### config.mk
export PLATFORM = sky130hd
export DESIGN_NAME = mc6809_dma_arb
export DESIGN_NICKNAME = d
export VERILOG_FILES = /design/src/rtl/mc6809_dma_arb.sv
export SDC_FILE = /design/constraint.sdc
export NUM_CORES = 1
export LEC_CHECK = 0
export CORE_MARGIN = 2
export CORE_UTILIZATION = 30
export DETAILED_ROUTE_END_ITERATION = 10
export RECOVER_POWER = 100
export SLEW_MARGIN = 15
export SYNTH_ARGS = -nofsm -noshare
export SYNTH_HDL_FRONTEND = slang
export SYNTH_SLANG_ARGS = --single-unit
### constraint.sdc
create_clock -name CLK -period 2.1 [get_ports CLK]
set_clock_uncertainty 0.1 [all_clocks]
set_input_delay 0.525 -clock CLK [delete_from_list [all_inputs] [get_ports CLK]]
set_output_delay 0.525 -clock CLK [all_outputs]
set_load 0.005 [all_outputs]
### src/rtl/mc6809_dma_arb.sv
// MC6809 DMA bus arbiter: BA/BS handshake, round-robin grant, capped bursts.
// Define MC6809_DMA_ARB_WDOG_EN to build the REQ-phase watchdog and err flag.
module mc6809_dma_arb #(
  parameter int NREQ     = 2,
  parameter int BURST    = 14,
  parameter int WDOG_CYC = 64
) (
  input  logic            CLK,
  input  logic            nRESET,
  input  logic [NREQ-1:0] req,
  output logic [NREQ-1:0] grant,
  output logic [2:0]      owner,
  input  logic            BA,
  input  logic            BS,
  output logic            nDMABREQ,
  output logic            busy,
  output logic            err
);

  typedef enum logic [2:0] {
    IDLE,
    REQ,
    SETTLE,
    GRANT,
    RELEASE
  } state_t;

  state_t          state;
  state_t          state_d;
  logic [2:0]      ptr;
  logic [2:0]      owner_d;
  logic [2:0]      win;
  logic [2:0]      idx;
  logic            found;
  logic            wdog_trip;
  logic [7:0]      req8;
  logic [3:0]      cnt;
  logic [3:0]      cnt_d;
  logic [NREQ-1:0] grant_d;

  assign req8 = 8'(req);

  // Walk forward from the last grantee; first active bit wins.
  always_comb begin
    win   = '0;
    found = 1'b0;
    idx   = ptr;
    for (int i = 0; i < NREQ; i++) begin
      idx = (idx == 3'(NREQ - 1)) ? 3'd0 : idx + 3'd1;
      if (!found && req8[idx]) begin
        found = 1'b1;
        win   = idx;
      end
    end
  end

  always_comb begin
    state_d = state;
    owner_d = owner;
    cnt_d   = cnt;
    unique case (state)
      IDLE: begin
        if (|req) state_d = REQ;
      end
      REQ: begin
        if (BA && BS) begin
          state_d = SETTLE;
        end else if (!(|req) || wdog_trip) begin
          state_d = RELEASE;
        end
      end
      SETTLE: begin
        if (found) begin
          state_d = GRANT;
          owner_d = win;
          cnt_d   = '0;
        end else begin
          state_d = RELEASE;
        end
      end
      GRANT: begin
        if (cnt != 4'(BURST)) cnt_d = cnt + 4'd1;
        if (!req8[owner] || cnt == 4'(BURST - 1)) begin
          state_d = RELEASE;
        end
      end
      RELEASE: begin
        if (!BA) state_d = IDLE;
      end
      default: state_d = IDLE;
    endcase
  end

  always_comb begin
    for (int i = 0; i < NREQ; i++) begin
      grant_d[i] = (state_d == GRANT) && (owner_d == 3'(i));
    end
  end

  // Outputs are registered from the next state so they line up with it.
  always_ff @(posedge CLK or negedge nRESET) begin
    if (!nRESET) begin
      state    <= IDLE;
      ptr      <= 3'(NREQ - 1);
      owner    <= '0;
      cnt      <= '0;
      grant    <= '0;
      nDMABREQ <= 1'b1;
      busy     <= 1'b0;
    end else begin
      state    <= state_d;
      owner    <= owner_d;
      cnt      <= cnt_d;
      grant    <= grant_d;
      nDMABREQ <= (state_d == IDLE) || (state_d == RELEASE);
      busy     <= (state_d != IDLE);
      if (state == SETTLE && found) ptr <= win;
    end
  end

`ifdef MC6809_DMA_ARB_WDOG_EN
  localparam int WW = $clog2(WDOG_CYC + 1);

  logic [WW-1:0] wcnt;

  assign wdog_trip = (wcnt == WW'(WDOG_CYC - 1));

  always_ff @(posedge CLK or negedge nRESET) begin
    if (!nRESET) begin
      wcnt <= '0;
      err  <= 1'b0;
    end else begin
      wcnt <= (state == REQ) ? wcnt + WW'(1) : '0;
      if (state == REQ && !(BA && BS) && wdog_trip) err <= 1'b1;
    end
  end
`else
  assign wdog_trip = 1'b0;
  // WDOG_CYC only matters in the watchdog build; err is constant 0 here.
  assign err = (WDOG_CYC < 0);
`endif

endmodule
After elaboration in Yosys (flattened, before gate mapping)
Index checks and enable logic that the tools add are counted.
{"block": "word_totals", "elab_cells": 66, "ff_bits": 17, "latch_bits": 0, "out_inout_bits": 8, "rom_bits": 0, "ram_bits": 0, "memories": 0}
{"block": "op_classes", "add_sub_neg": 3, "bitwise_logic": 0, "n_div": 0, "multipliers": 0, "reduce_logical": 16, "magnitude_cmp": 3, "n_mux": 24, "shift": 0, "n_eq_ne": 13}
{"operator": "3-bit 2-to-1 mux", "count": 12}
{"operator": "3-bit one-hot mux with 5 select lines", "count": 1}
{"operator": "3-bit by 1-bit == test with 1-bit output (second input constant)", "count": 4}
{"operator": "3-bit by 4-bit < comparator with 1-bit output (second input constant)", "count": 3}
{"operator": "1-bit binary-select mux with 3-bit select", "count": 3}
{"operator": "3-bit by 2-bit == test with 1-bit output (second input constant)", "count": 3}
{"operator": "3-bit zero test", "count": 3}
{"operator": "4-bit 2-to-1 mux", "count": 2}
{"operator": "4-bit one-hot mux with 2 select lines", "count": 1}
{"operator": "3-bit by 1-bit adder with 3-bit output (second input constant)", "count": 2}
{"operator": "3-bit == test (second input constant)", "count": 2}
{"operator": "1-bit logical AND", "count": 5}
{"operator": "1-bit 2-to-1 mux", "count": 5}
{"operator": "4-bit by 1-bit adder with 4-bit output (second input constant)", "count": 1}
{"operator": "4-bit == test (second input constant)", "count": 1}
{"operator": "2-bit != test (second input constant)", "count": 2}
{"operator": "4-bit != test (second input constant)", "count": 1}
{"operator": "3-bit AND reduction", "count": 1}
{"operator": "3-bit nonzero test", "count": 1}
{"operator": "1-bit zero test", "count": 2}
{"operator": "1-bit logical OR", "count": 2}
{"operator": "2-bit nonzero test", "count": 1}
{"operator": "2-bit OR reduction", "count": 1}

Longest topological paths before layout
{"block": "logic_depth", "depth_word": 12, "ltp_mapped": 6, "ltp_nobuf": 6}

Least setup slack after synthesis
OpenSTA, ideal clock, no wires.
{"block": "synth_path", "kind": "register to register", "startpoint": "register ptr[0]", "endpoint": "register owner[0]", "required_ns": 1.881, "setup_slack_ns": 0.381, "synth_period_minus_slack_ns": 1.719, "setup_time_ns": 0.119, "arrival_time_ns": 1.501, "path_stages_with_launch": 5, "cell_sequence": "dfstp_2 o21ai_1 a2111oi_4 nand4_1 o21a_1"}
{"block": "synth_via", "elab_chain_cells": 10, "word_cells_on_any_way": 18, "classes_between": "add/sub: 2; eq/ne: 2; mux: 12; reduce/logical: 2"}
{"element": "start, declared", "line_no": "30", "source": "logic [2:0] ptr;"}
{"element": "start signal, assigned", "line_no": "104", "source": "ptr <= 3'(NREQ - 1);"}
{"element": "start signal, assigned", "line_no": "117", "source": "if (state == SETTLE && found) ptr <= win;"}
{"element": "3-bit by 1-bit adder with 3-bit output or 3-bit by 1-bit == test with 1-bit output (tied branches)", "line_no": "49", "source": "idx = (idx == 3'(NREQ - 1)) ? 3'd0 : idx + 3'd1;"}
{"element": "3-bit 2-to-1 mux *", "line_no": "49"}
{"element": "3-bit by 1-bit adder with 3-bit output (tied with other cells)", "line_no": "49"}
{"element": "3-bit 2-to-1 mux or 1-bit 2-to-1 mux (tied branches)", "line_no": "49, 50"}
{"element": "1-bit binary-select mux with 3-bit select or 1-bit 2-to-1 mux (tied branches)", "line_no": "50", "source": "if (!found && req8[idx]) begin"}
{"element": "1-bit 2-to-1 mux (implied by the code) or 1-bit zero test (tied branches)", "line_no": "50"}
{"element": "1-bit logical AND", "line_no": "50"}
{"element": "3-bit 2-to-1 mux or 1-bit 2-to-1 mux (tied branches)", "line_no": "50"}
{"element": "3-bit 2-to-1 mux *", "line_no": "73", "source": "if (found) begin"}
{"element": "3-bit 2-to-1 mux *", "line_no": "61", "source": "unique case (state)"}
{"element": "named net owner_d[0]", "line_no": "31", "source": "logic [2:0] owner_d;"}
{"element": "end signal, assigned", "line_no": "112", "source": "owner <= owner_d;"}
{"element": "end, declared", "line_no": "12", "source": "output logic [2:0] owner,"}
Mark *: on every way through the listed nets, which the timed path passes. The rest lies on a longest branch. The select of a mux whose other input is x is not followed.
A chain may end at the register's enable or synchronous reset.

Final worst setup path
{"block": "layout_path", "startpoint": "input port req[0]", "endpoint": "register owner[0]"}
{"block": "layout_via", "elab_chain_cells": 8, "word_cells_on_any_way": 12, "classes_between": "mux: 10; reduce/logical: 2"}
{"element": "start, declared", "line_no": "10", "source": "input logic [NREQ-1:0] req,"}
{"element": "1-bit binary-select mux with 3-bit select", "line_no": "50"}
{"element": "1-bit 2-to-1 mux (implied by the code)", "line_no": "50"}
{"element": "1-bit 2-to-1 mux", "line_no": "50"}
{"element": "1-bit zero test", "line_no": "50"}
{"element": "1-bit logical AND", "line_no": "50"}
{"element": "3-bit 2-to-1 mux or 1-bit 2-to-1 mux (tied branches)", "line_no": "50"}
{"element": "3-bit 2-to-1 mux *", "line_no": "73"}
{"element": "3-bit 2-to-1 mux *", "line_no": "61"}
{"element": "named net owner_d[0]", "line_no": "31"}
Marks and branches as above.

==> impl_metrics.env <==
export IMPL_relSlewSlack_pct=36.99
export IMPL_top_usage_layer="met2"
export IMPL_drt_total_wl_um=1902
export IMPL_crit_fanout=5
export IMPL_irDropWorstVdd_v=0.0003889
export IMPL_use_met2_pct=19.47
export IMPL_setup_tns_final_ns=0
export IMPL_rows=20
export IMPL_cts_buffers=3
export IMPL_post_drt_wl_per_cell_um=13.30
export IMPL_avgSynthCellArea_um2=10.01
export IMPL_initial_core_util_pct=30.92
export IMPL_synthTopCellsByCount="dfrtp_1, nand3_1, o21ai_0"
export IMPL_ctsResizeCount=0
export IMPL_synth_most_common_cell="dfrtp_1"
export IMPL_synth_top_area_cell="dfrtp_1"
export IMPL_die_w_um=59.41
export IMPL_gr_total_overflow=0
export IMPL_syn_area_um2=920.9
export IMPL_rsz0062_at_grt="false"
export IMPL_drv_cap=0
export IMPL_cp_required_ns=2.18
export IMPL_clock_sinks=17
export IMPL_drive_gt1_share_pct=11.82
export IMPL_drc=0
export IMPL_port_buffers=12
export IMPL_tightestPinTransition_ns=0.9452
export IMPL_core_area_um2=2978
export IMPL_seq_area_um2=427.9
export IMPL_min_period_over_period_pct=95.03
export IMPL_p_comb_share_pct=42.4
export IMPL_tritoncts="built"
export IMPL_io_pins=14
export IMPL_grtUsageMet3_pct=2.620
export IMPL_htreeDepth=1
export IMPL_cp_end_kind="flip-flop"
export IMPL_syn_instance_count=92
export IMPL_crit_type="input port to flip-flop"
export IMPL_synth_cell_types=36
export IMPL_diodes=0
export IMPL_p_int_uw=803.1
export IMPL_synth_top_cell_area_share_pct=40.76
export IMPL_synth_seq_cells=17
export IMPL_clkTransAtPathRegs_ns=0.09
export IMPL_hold_violations=0
export IMPL_avgViaCountPerCell=5.070
export IMPL_antenna_found_initial=0
export IMPL_cts_root_buf="clkbuf_4"
export IMPL_fmax_mhz=501.1
export IMPL_clock_latency_ns=0.28
export IMPL_min_period_ns=1.996
export IMPL_status="complete, no violations"
export IMPL_setup_violations=0
export IMPL_synth_area_top_cells="dfrtp_1, dfstp_2, ha_1"
export IMPL_yosysWarnings=0
export IMPL_die_area_um2=3529
export IMPL_postLayoutCoreUtil_pct=37.69
export IMPL_ys_seq_area_share_pct=46.47
export IMPL_track_usage_pct=12.79
export IMPL_ant_nets=0
export IMPL_fill_cells=309
export IMPL_drv_slew=0
export IMPL_num_vias=725
export IMPL_switchingPower_uw=527.6
export IMPL_cts_hold_buffers=0
export IMPL_clockBufferDepth=2
export IMPL_hold_class="flip-flop to flip-flop"
export IMPL_cp_arrival_ns=2.07
export IMPL_power_density_nw_per_um2=1186
export IMPL_pwr_share_clk_pct=12.9
export IMPL_gr_usage_met1_pct=16.91
export IMPL_synthFlopType="dfrtp_1"
export IMPL_first_global_vias=737
export IMPL_swShare_pct=39.65
export IMPL_drt_pass1_iterations=4
export IMPL_multi_input_area_um2=457.9
export IMPL_drtIter0Drc=25
export IMPL_grt_max_degree=18
export IMPL_seqPwrFrac_pct=44.7
export IMPL_gp_congestion=0.7961
export IMPL_critPathLaunchType="input port"
export IMPL_die_h_um=59.41
export IMPL_post_cts_buffers=0
export IMPL_grt_pass1_wl_um=3312
export IMPL_syn2layout_area_growth_pct=21.88
export IMPL_p_leak_nw=0.5018
export IMPL_synthArstFlopShare_pct=100.0
export IMPL_syn_nets=101
export IMPL_synth_edf_count=0
export IMPL_place_hpwl_um=1414
export IMPL_nets=120
[power by group through the flow]
stage | sequential, mW | clock [mW] | combinational [mW]
after floorplan | 0.555 | 0 | 0.390
after global routing | 0.620 | 0.195 | 0.639
after CTS | 0.593 | 0.180 | 0.582
after global placement | 0.598 | 0 | 0.570
final | 0.595 | 0.171 | 0.564
after detailed placement | 0.600 | 0 | 0.577
[critical path, stage by stage]
cell and delay, ns:
clkdlybuf4s50_1 0.51, o21ai_1 0.14, a2111oi_4 0.50, nand4_1 0.23
o21a_1 0.16
[kinds of logic after synthesis]
| kind of cell | Yosys count | synth area share [%] |
|---|---|---|
| and+or+nand+nor | 32 | 19.02 |
| other | 1 | 0.4072 |
| adders and majority gates | 3 | 4.077 |
| buffers and inverters | 8 | 3.804 |
| AOI/OAI and AO/OA | 28 | 22.82 |
| muxes | 3 | 3.397 |
| DFF | 17 | 46.47 |
[routing by layer]
layer,up-vias,share of wire (%)
met5,-,0
met4,0,1.4
met3,2,3.7
met2,14,47
met1,337,48
li1,372,-
[flip-flops by register name, indices dropped and copies added (netlist names)]
signal	cells
cnt	4
owner	3
ptr	3
state	3
grant	2
busy	1
nDMABREQ	1
[cells in the final DEF (no fill, tap or decap), drive strengths merged, types with 2 or more instances in the layout]
cell type	Yosys	layout
a21oi	5	5
ha	3	3
o21a	2	2
nand3	7	7
a211oi	2	2
clkbuf	2	6
dfrtp	15	15
dfstp	2	2
nor2	4	4
nand2	5	5
nor3	2	2
buf	1	3
o31ai	2	2
mux2i	2	2
o21ai	8	8
dlygate4sd3	0	8
clkdlybuf4s50	0	4
nor2b	3	3
and2	4	4
inv	5	5
a21o	3	3
a211o	2	2
nand4	3	3
[metrics by stage]
stage | setup WS [ns] | area [um2] | instances | total power, mW | hold slack, ns
after global routing | 0.01565 | 1122 | 143 | 1.455 | 0.5003
after CTS | 0.1135 | 1130 | 143 | 1.355 | 0.4582
after detailed placement | -0.1931 | 1104 | 139 | 1.177 | 0.4333
after global placement | -0.1917 | 1104 | 139 | 1.168 | 0.4269
after floorplan | 0.3807 | 920.9 | 92 | 0.9454 | 0.1294
final | 0.1045 | 1122 | 143 | 1.331 | 0.4628
[final timing paths]
check,start,endpoint,slack (ns),cells after the start
setup / recovery,req[0],owner[0],0.10,5
hold / removal,owner[2],owner[2],0.46,1
setup reg to reg,ptr[0],owner[0],0.28,4
hold reg to reg,owner[2],owner[2],0.46,1
max in group asynchronous,nRESET,ptr[2],0.53,2
min in group asynchronous,nRESET,cnt[2],0.80,2
[area by class of cell]
class | count | area share (%)
tap | 33 | 3.679
timing repair buffer | 17 | 13.38
inverter | 5 | 1.672
clock buffer | 4 | 2.341
sequential | 17 | 38.13
multi-input combinational | 67 | 40.80
(Power assumes the default switching activity.)
